### src/rtl/if_fetch_stage.sv
// rtl/if_fetch_stage.sv - RV32I fetch stage: single-outstanding imem requests, response FIFO, IF/ID register
// A FIFO slot is reserved before each request, so responses can always be pushed.
module if_fetch_stage #(
  parameter int                      WORD_LENGTH       = 32,
  parameter int                      FIFO_DEPTH        = 2,
  parameter logic [WORD_LENGTH-1:0]  NOP_INSTR         = 32'h0000_0013,
  parameter logic [31:0]             PC_RESET_SENTINEL = 32'hFFFF_FFFC
) (
  input  logic                   CLK,
  input  logic                   Reset,
  input  logic [31:0]            PC,
  input  logic                   Stall,
  input  logic                   Flush,
  output logic                   IMemReq,
  output logic [31:0]            IMemAddr,
  input  logic                   IMemAck,
  input  logic                   IMemRValid,
  input  logic [WORD_LENGTH-1:0] IMemRData,
  output logic                   RetainPC,
  output logic [31:0]            IF_ID_PC,
  output logic [WORD_LENGTH-1:0] IF_ID_Instr,
  output logic                   IF_ID_Valid
);

  localparam int PTR_W = (FIFO_DEPTH > 1) ? $clog2(FIFO_DEPTH) : 1;
  localparam int CNT_W = PTR_W + 1;
  localparam logic [CNT_W-1:0] DEPTH_C = CNT_W'(FIFO_DEPTH);

  typedef enum logic {S_IDLE, S_WAIT} fetch_state_t;

  fetch_state_t state, state_next;
  logic         discard, discard_next;
  logic [31:0]  req_pc;

  logic [31:0]            fifo_pc    [FIFO_DEPTH];
  logic [WORD_LENGTH-1:0] fifo_instr [FIFO_DEPTH];
  logic [PTR_W-1:0]       rd_ptr, wr_ptr;
  logic [CNT_W-1:0]       count;

  logic pc_valid, room, accept, push, pop, nonempty;

  assign pc_valid = (PC != PC_RESET_SENTINEL);
  assign room     = (count < DEPTH_C);
  assign nonempty = (count != '0);

  assign IMemReq  = ~Reset & (state == S_IDLE) & pc_valid & ~Flush & room;
  assign IMemAddr = {PC[31:2], 2'b00};
  assign accept   = IMemReq & IMemAck;

  // The PC only computes a redirect target while RetainPC is low, so Flush forces it low.
  assign RetainPC = ~(Reset | Flush | ~pc_valid | accept);

  assign push = (state == S_WAIT) & IMemRValid & ~discard & ~Flush;
  assign pop  = ~Flush & ~Stall & nonempty;

  always_comb begin
    state_next   = state;
    discard_next = discard;
    case (state)
      S_IDLE: begin
        if (accept) begin
          state_next   = S_WAIT;
          discard_next = 1'b0;
        end
      end
      S_WAIT: begin
        if (IMemRValid) begin
          state_next = S_IDLE;
        end else if (Flush) begin
          discard_next = 1'b1;
        end
      end
      default: state_next = S_IDLE;
    endcase
  end

  always_ff @(posedge CLK or posedge Reset) begin
    if (Reset) begin
      state   <= S_IDLE;
      discard <= 1'b0;
      req_pc  <= '0;
    end else begin
      state   <= state_next;
      discard <= discard_next;
      if (accept) begin
        req_pc <= PC;
      end
    end
  end

  always_ff @(posedge CLK) begin
    if (push) begin
      fifo_pc[wr_ptr]    <= req_pc;
      fifo_instr[wr_ptr] <= IMemRData;
    end
  end

  always_ff @(posedge CLK or posedge Reset) begin
    if (Reset) begin
      rd_ptr <= '0;
      wr_ptr <= '0;
      count  <= '0;
    end else if (Flush) begin
      rd_ptr <= '0;
      wr_ptr <= '0;
      count  <= '0;
    end else begin
      if (push) begin
        wr_ptr <= wr_ptr + 1'b1;
      end
      if (pop) begin
        rd_ptr <= rd_ptr + 1'b1;
      end
      case ({push, pop})
        2'b10:   count <= count + 1'b1;
        2'b01:   count <= count - 1'b1;
        default: count <= count;
      endcase
    end
  end

  // Pop reads the pre-push head, so a new entry reaches IF/ID one cycle after its push.
  always_ff @(posedge CLK or posedge Reset) begin
    if (Reset) begin
      IF_ID_PC    <= '0;
      IF_ID_Instr <= NOP_INSTR;
      IF_ID_Valid <= 1'b0;
    end else if (Flush) begin
      IF_ID_Instr <= NOP_INSTR;
      IF_ID_Valid <= 1'b0;
    end else if (!Stall) begin
      if (nonempty) begin
        IF_ID_PC    <= fifo_pc[rd_ptr];
        IF_ID_Instr <= fifo_instr[rd_ptr];
        IF_ID_Valid <= 1'b1;
      end else begin
        IF_ID_Instr <= NOP_INSTR;
        IF_ID_Valid <= 1'b0;
      end
    end
  end

endmodule

### config.mk
export PLATFORM = sky130hd
export DESIGN_NAME = if_fetch_stage
export DESIGN_NICKNAME = d
export VERILOG_FILES = /design/src/rtl/if_fetch_stage.sv
export SDC_FILE = /design/constraint.sdc
export NUM_CORES = 1
export LEC_CHECK = 0
export ABC_AREA = 1
export BUFFER_PORTS_ARGS = -buffer_cell sky130_fd_sc_hd__buf_2
export CORE_ASPECT_RATIO = 1.25
export CORE_MARGIN = 3
export CORE_UTILIZATION = 49
export DETAILED_ROUTE_END_ITERATION = 8
export GPL_TIMING_DRIVEN = 0
export PLACE_DENSITY = 0.84
export SYNTH_ARGS = -nofsm -noshare
export SYNTH_HDL_FRONTEND = slang
export SYNTH_SLANG_ARGS = --single-unit
### constraint.sdc
create_clock -name CLK -period 5.24 [get_ports CLK]
set_input_delay 0.262 -clock CLK [delete_from_list [all_inputs] [get_ports CLK]]
set_output_delay 0.262 -clock CLK [all_outputs]
set_load 0.02 [all_outputs]
==> results.sh <==
export IMPL_power_leakage_uw=0.004879
export IMPL_power_frac_seq_pct=48.9
export IMPL_routed_via_density=4.955
export IMPL_ant_nets=0
export IMPL_rows=53
export IMPL_avgSynthCellArea_sq_um=12.51
export IMPL_port_buffers=166
export IMPL_worstPathRequired_ns=4.98
export IMPL_cts_tree="done"
export IMPL_critPathLaunchType="primary input"
export IMPL_tightest_slew_ns=0.7596
export IMPL_synth_yosys_seq_area_share_pct=73.58
export IMPL_end_kind="primary output"
export IMPL_cts_root_buf="clkbuf_16"
export IMPL_p_sw_uw=1521
export IMPL_routabilityCongestion=0.7473
export IMPL_antenna_cells=0
export IMPL_yosysWarnings=0
export IMPL_design_area_sq_um=11210
export IMPL_dieArea_sq_um=19470
export IMPL_dieHeight_um=155.3
export IMPL_cts_max_level=1
export IMPL_fmax_mhz=415.0
export IMPL_wire_per_inst_um=16.03
export IMPL_hp_class="primary input to flop"
export IMPL_pwr_share_comb_pct=21.4
export IMPL_switching_share_pct=29.49
export IMPL_start_util_pct=50.84
export IMPL_final_common_cell="nand2_1"
export IMPL_slowest_delay_ns=0.53
export IMPL_worstPathMaxFanout=10
export IMPL_drt_iter0_markers=305
export IMPL_internal_power_uw=3636
export IMPL_final_cells=1181
export IMPL_core_area_sq_um=17180
export IMPL_dp_hpwl_um=12830
export IMPL_timing_hold_ws_ns=0.01462
export IMPL_antenna_found_initial=0
export IMPL_grt_max_degree=58
export IMPL_cts_max_path_buffers=3
export IMPL_syn_inst=698
export IMPL_vias=5852
export IMPL_setup_viol=0
export IMPL_status="completed"
export IMPL_synth_area_sq_um=8732
export IMPL_hold_viol=0
export IMPL_fillers=1271
export IMPL_die_w_um=125.4
export IMPL_area_growth_pct=28.34
export IMPL_drc=0
export IMPL_clkTransAtPathRegs_ns=0.06
export IMPL_num_nets_final=1015
export IMPL_cts_buffers=22
export IMPL_fin_crit_ns=2.410
export IMPL_drive_gt1_share_pct=28.10
export IMPL_skew_ns=0.009196
export IMPL_grt_usage_pct=19.30
export IMPL_ys_seq_elements=231
export IMPL_worstPathArrival_ns=2.15
export IMPL_seq_area_sq_um=6425
export IMPL_multi_input_area_sq_um=1837
export IMPL_drt_wl_total_um=18930
export IMPL_fin_util_pct=65.25
export IMPL_slew_headroom_pct=49.19
export IMPL_postCtsSetupBuffers=0
export IMPL_io_pins=169
export IMPL_max_cap_violations=0
export IMPL_grt_pass1_wl_um=29910
export IMPL_grt_pass1_vias=5997
export IMPL_dp_cells=1092
export IMPL_rsz0062_at_grt="no"
export IMPL_grt_overflow=0
export IMPL_final_cell_mix="nand2_1 (221), buf_2 (174), edfxtp_1 (128), dfrtp_1 (100), nor2_1 (53)"
export IMPL_postPlaceCellArea_sq_um=10000
export IMPL_power_density_nw_per_um2=460.1
export IMPL_clock_power_share_pct=29.7
export IMPL_fin_crit_sh_pct=45.99
export IMPL_peakVddDrop_mv=0.3030
export IMPL_critPathKind="primary input to primary output"
export IMPL_slew_viol_final=0
export IMPL_cts_sinks=231
export IMPL_final_setup_tns_ns=0
export IMPL_ys_types=24
export IMPL_path_cells="dlygate4sd3_1, buf_2, inv_1, nand2_1, nor2_1, nand2_1, nor2_1, nand2_1, nand3_2, nor2_4, buf_4, nor2_1, buf_2"
export IMPL_clkLatencyLatePin_ns=0.49
export IMPL_slowest_stage="dlygate4sd3_1"
export IMPL_first_pass_iters=5
cell families after synthesis:
kind of cell / count (synthesis) / synth area share [%]
simple gates: 283 / 12.55
flops: 231 / 73.58
buf+inv: 78 / 5.646
compound gates: 76 / 4.857
mux: 29 / 3.324
other cells: 1 / 0.04294
power by group through the flow:
stage                     registers (uW)  logic, uW  clock network [uW]
final                               2520       1100                1530
after global routing                2560       1210                1640
after CTS                           2520       1120                1560
after floorplan                     2700        513                   0
after detailed placement            2550       1090                   0
after global placement              2530       1050                   0
flip-flops by register name, indices dropped and copies added (netlist names), 2 cells and up:
name,count
fifo_instr,64
count,2
req_pc,32
IF_ID_PC,32
fifo_pc,64
IF_ID_Instr,32
per-layer routing:
metal	routed length (um)	global-route usage [%]	up-vias
li1	-	-	2832
met1	7125	22.87	2755
met2	10060	35.43	218
met3	1122	2.747	47
met4	626	7.748	0
met5	0	0	-
cell type report:
cell class | instances | area share, %
flip-flops and latches | 231 | 57.33
multi-input cells | 390 | 16.39
well taps | 220 | 2.456
clock inverters | 7 | 0.5359
clock buffers | 33 | 5.828
inverters | 15 | 0.5471
plain buffers | 63 | 3.874
repair buffers | 222 | 13.04
stage by stage:
step / worst slack, ns / power, uW
after floorplan: 1.372 / 3208
final: 2.830 / 5157
after detailed placement: 3.208 / 3635
after CTS: 2.785 / 5202
after global placement: -0.2590 / 3579
after global routing: 2.600 / 5412
synthesized netlist by cell type:
| cell type | n | share of area (%) |
|---|---|---|
| buf_6 | 5 | 0.64 |
| o22ai_1 | 2 | 0.14 |
| dfrtp_1 | 100 | 29 |
| nand2_1 | 221 | 9.5 |
| nor2_4 | 1 | 0.13 |
| nor2_1 | 54 | 2.3 |
| o21ai_0 | 34 | 1.9 |
| mux2i_1 | 29 | 3.3 |
| conb_1 | 1 | 0.043 |
| buf_4 | 40 | 3.4 |
| inv_2 | 2 | 0.086 |
| dfstp_2 | 3 | 0.90 |
| clkbuf_1 | 10 | 0.43 |
| nor3_1 | 2 | 0.11 |
| inv_4 | 1 | 0.072 |
| clkinv_1 | 1 | 0.043 |
| inv_1 | 11 | 0.47 |
| a21oi_1 | 7 | 0.40 |
| nand4_2 | 1 | 0.14 |
| a31oi_1 | 33 | 2.4 |
| nand3_1 | 2 | 0.11 |
| nand3_2 | 2 | 0.23 |
| edfxtp_1 | 128 | 44 |
| buf_2 | 8 | 0.46 |
worst paths after layout:
path | start | endpoint | slack (ns) | cells past startpoint
min in group asynchronous | Reset | IF_ID_PC[19] | 0.50 | 3
worst max-delay path | PC[0] | RetainPC | 2.83 | 13
max in group asynchronous | Reset | IF_ID_Instr[0] | 4.00 | 4
worst max register to register | state | fifo_instr[0][21] | 3.31 | 5
worst min-delay path | PC[11] | req_pc[11] | 0.01 | 3
worst min register to register | req_pc[18] | fifo_pc[1][18] | 0.47 | 0
critical path: cells and delay by family:
| family | cells | cell delay (ns) |
|---|---|---|
| buffers and inverters | 5 | 1.04 |
| and+or+nand+nor | 8 | 0.83 |
what timing repair did:
| action | in CTS | in global routing |
|---|---|---|
| hold endpoints to repair | 136 | 0 |
| resized for setup | 0 | 0 |
| hold buffers | 49 | 0 |
Note: power is estimated with default switching activity, not from simulation.
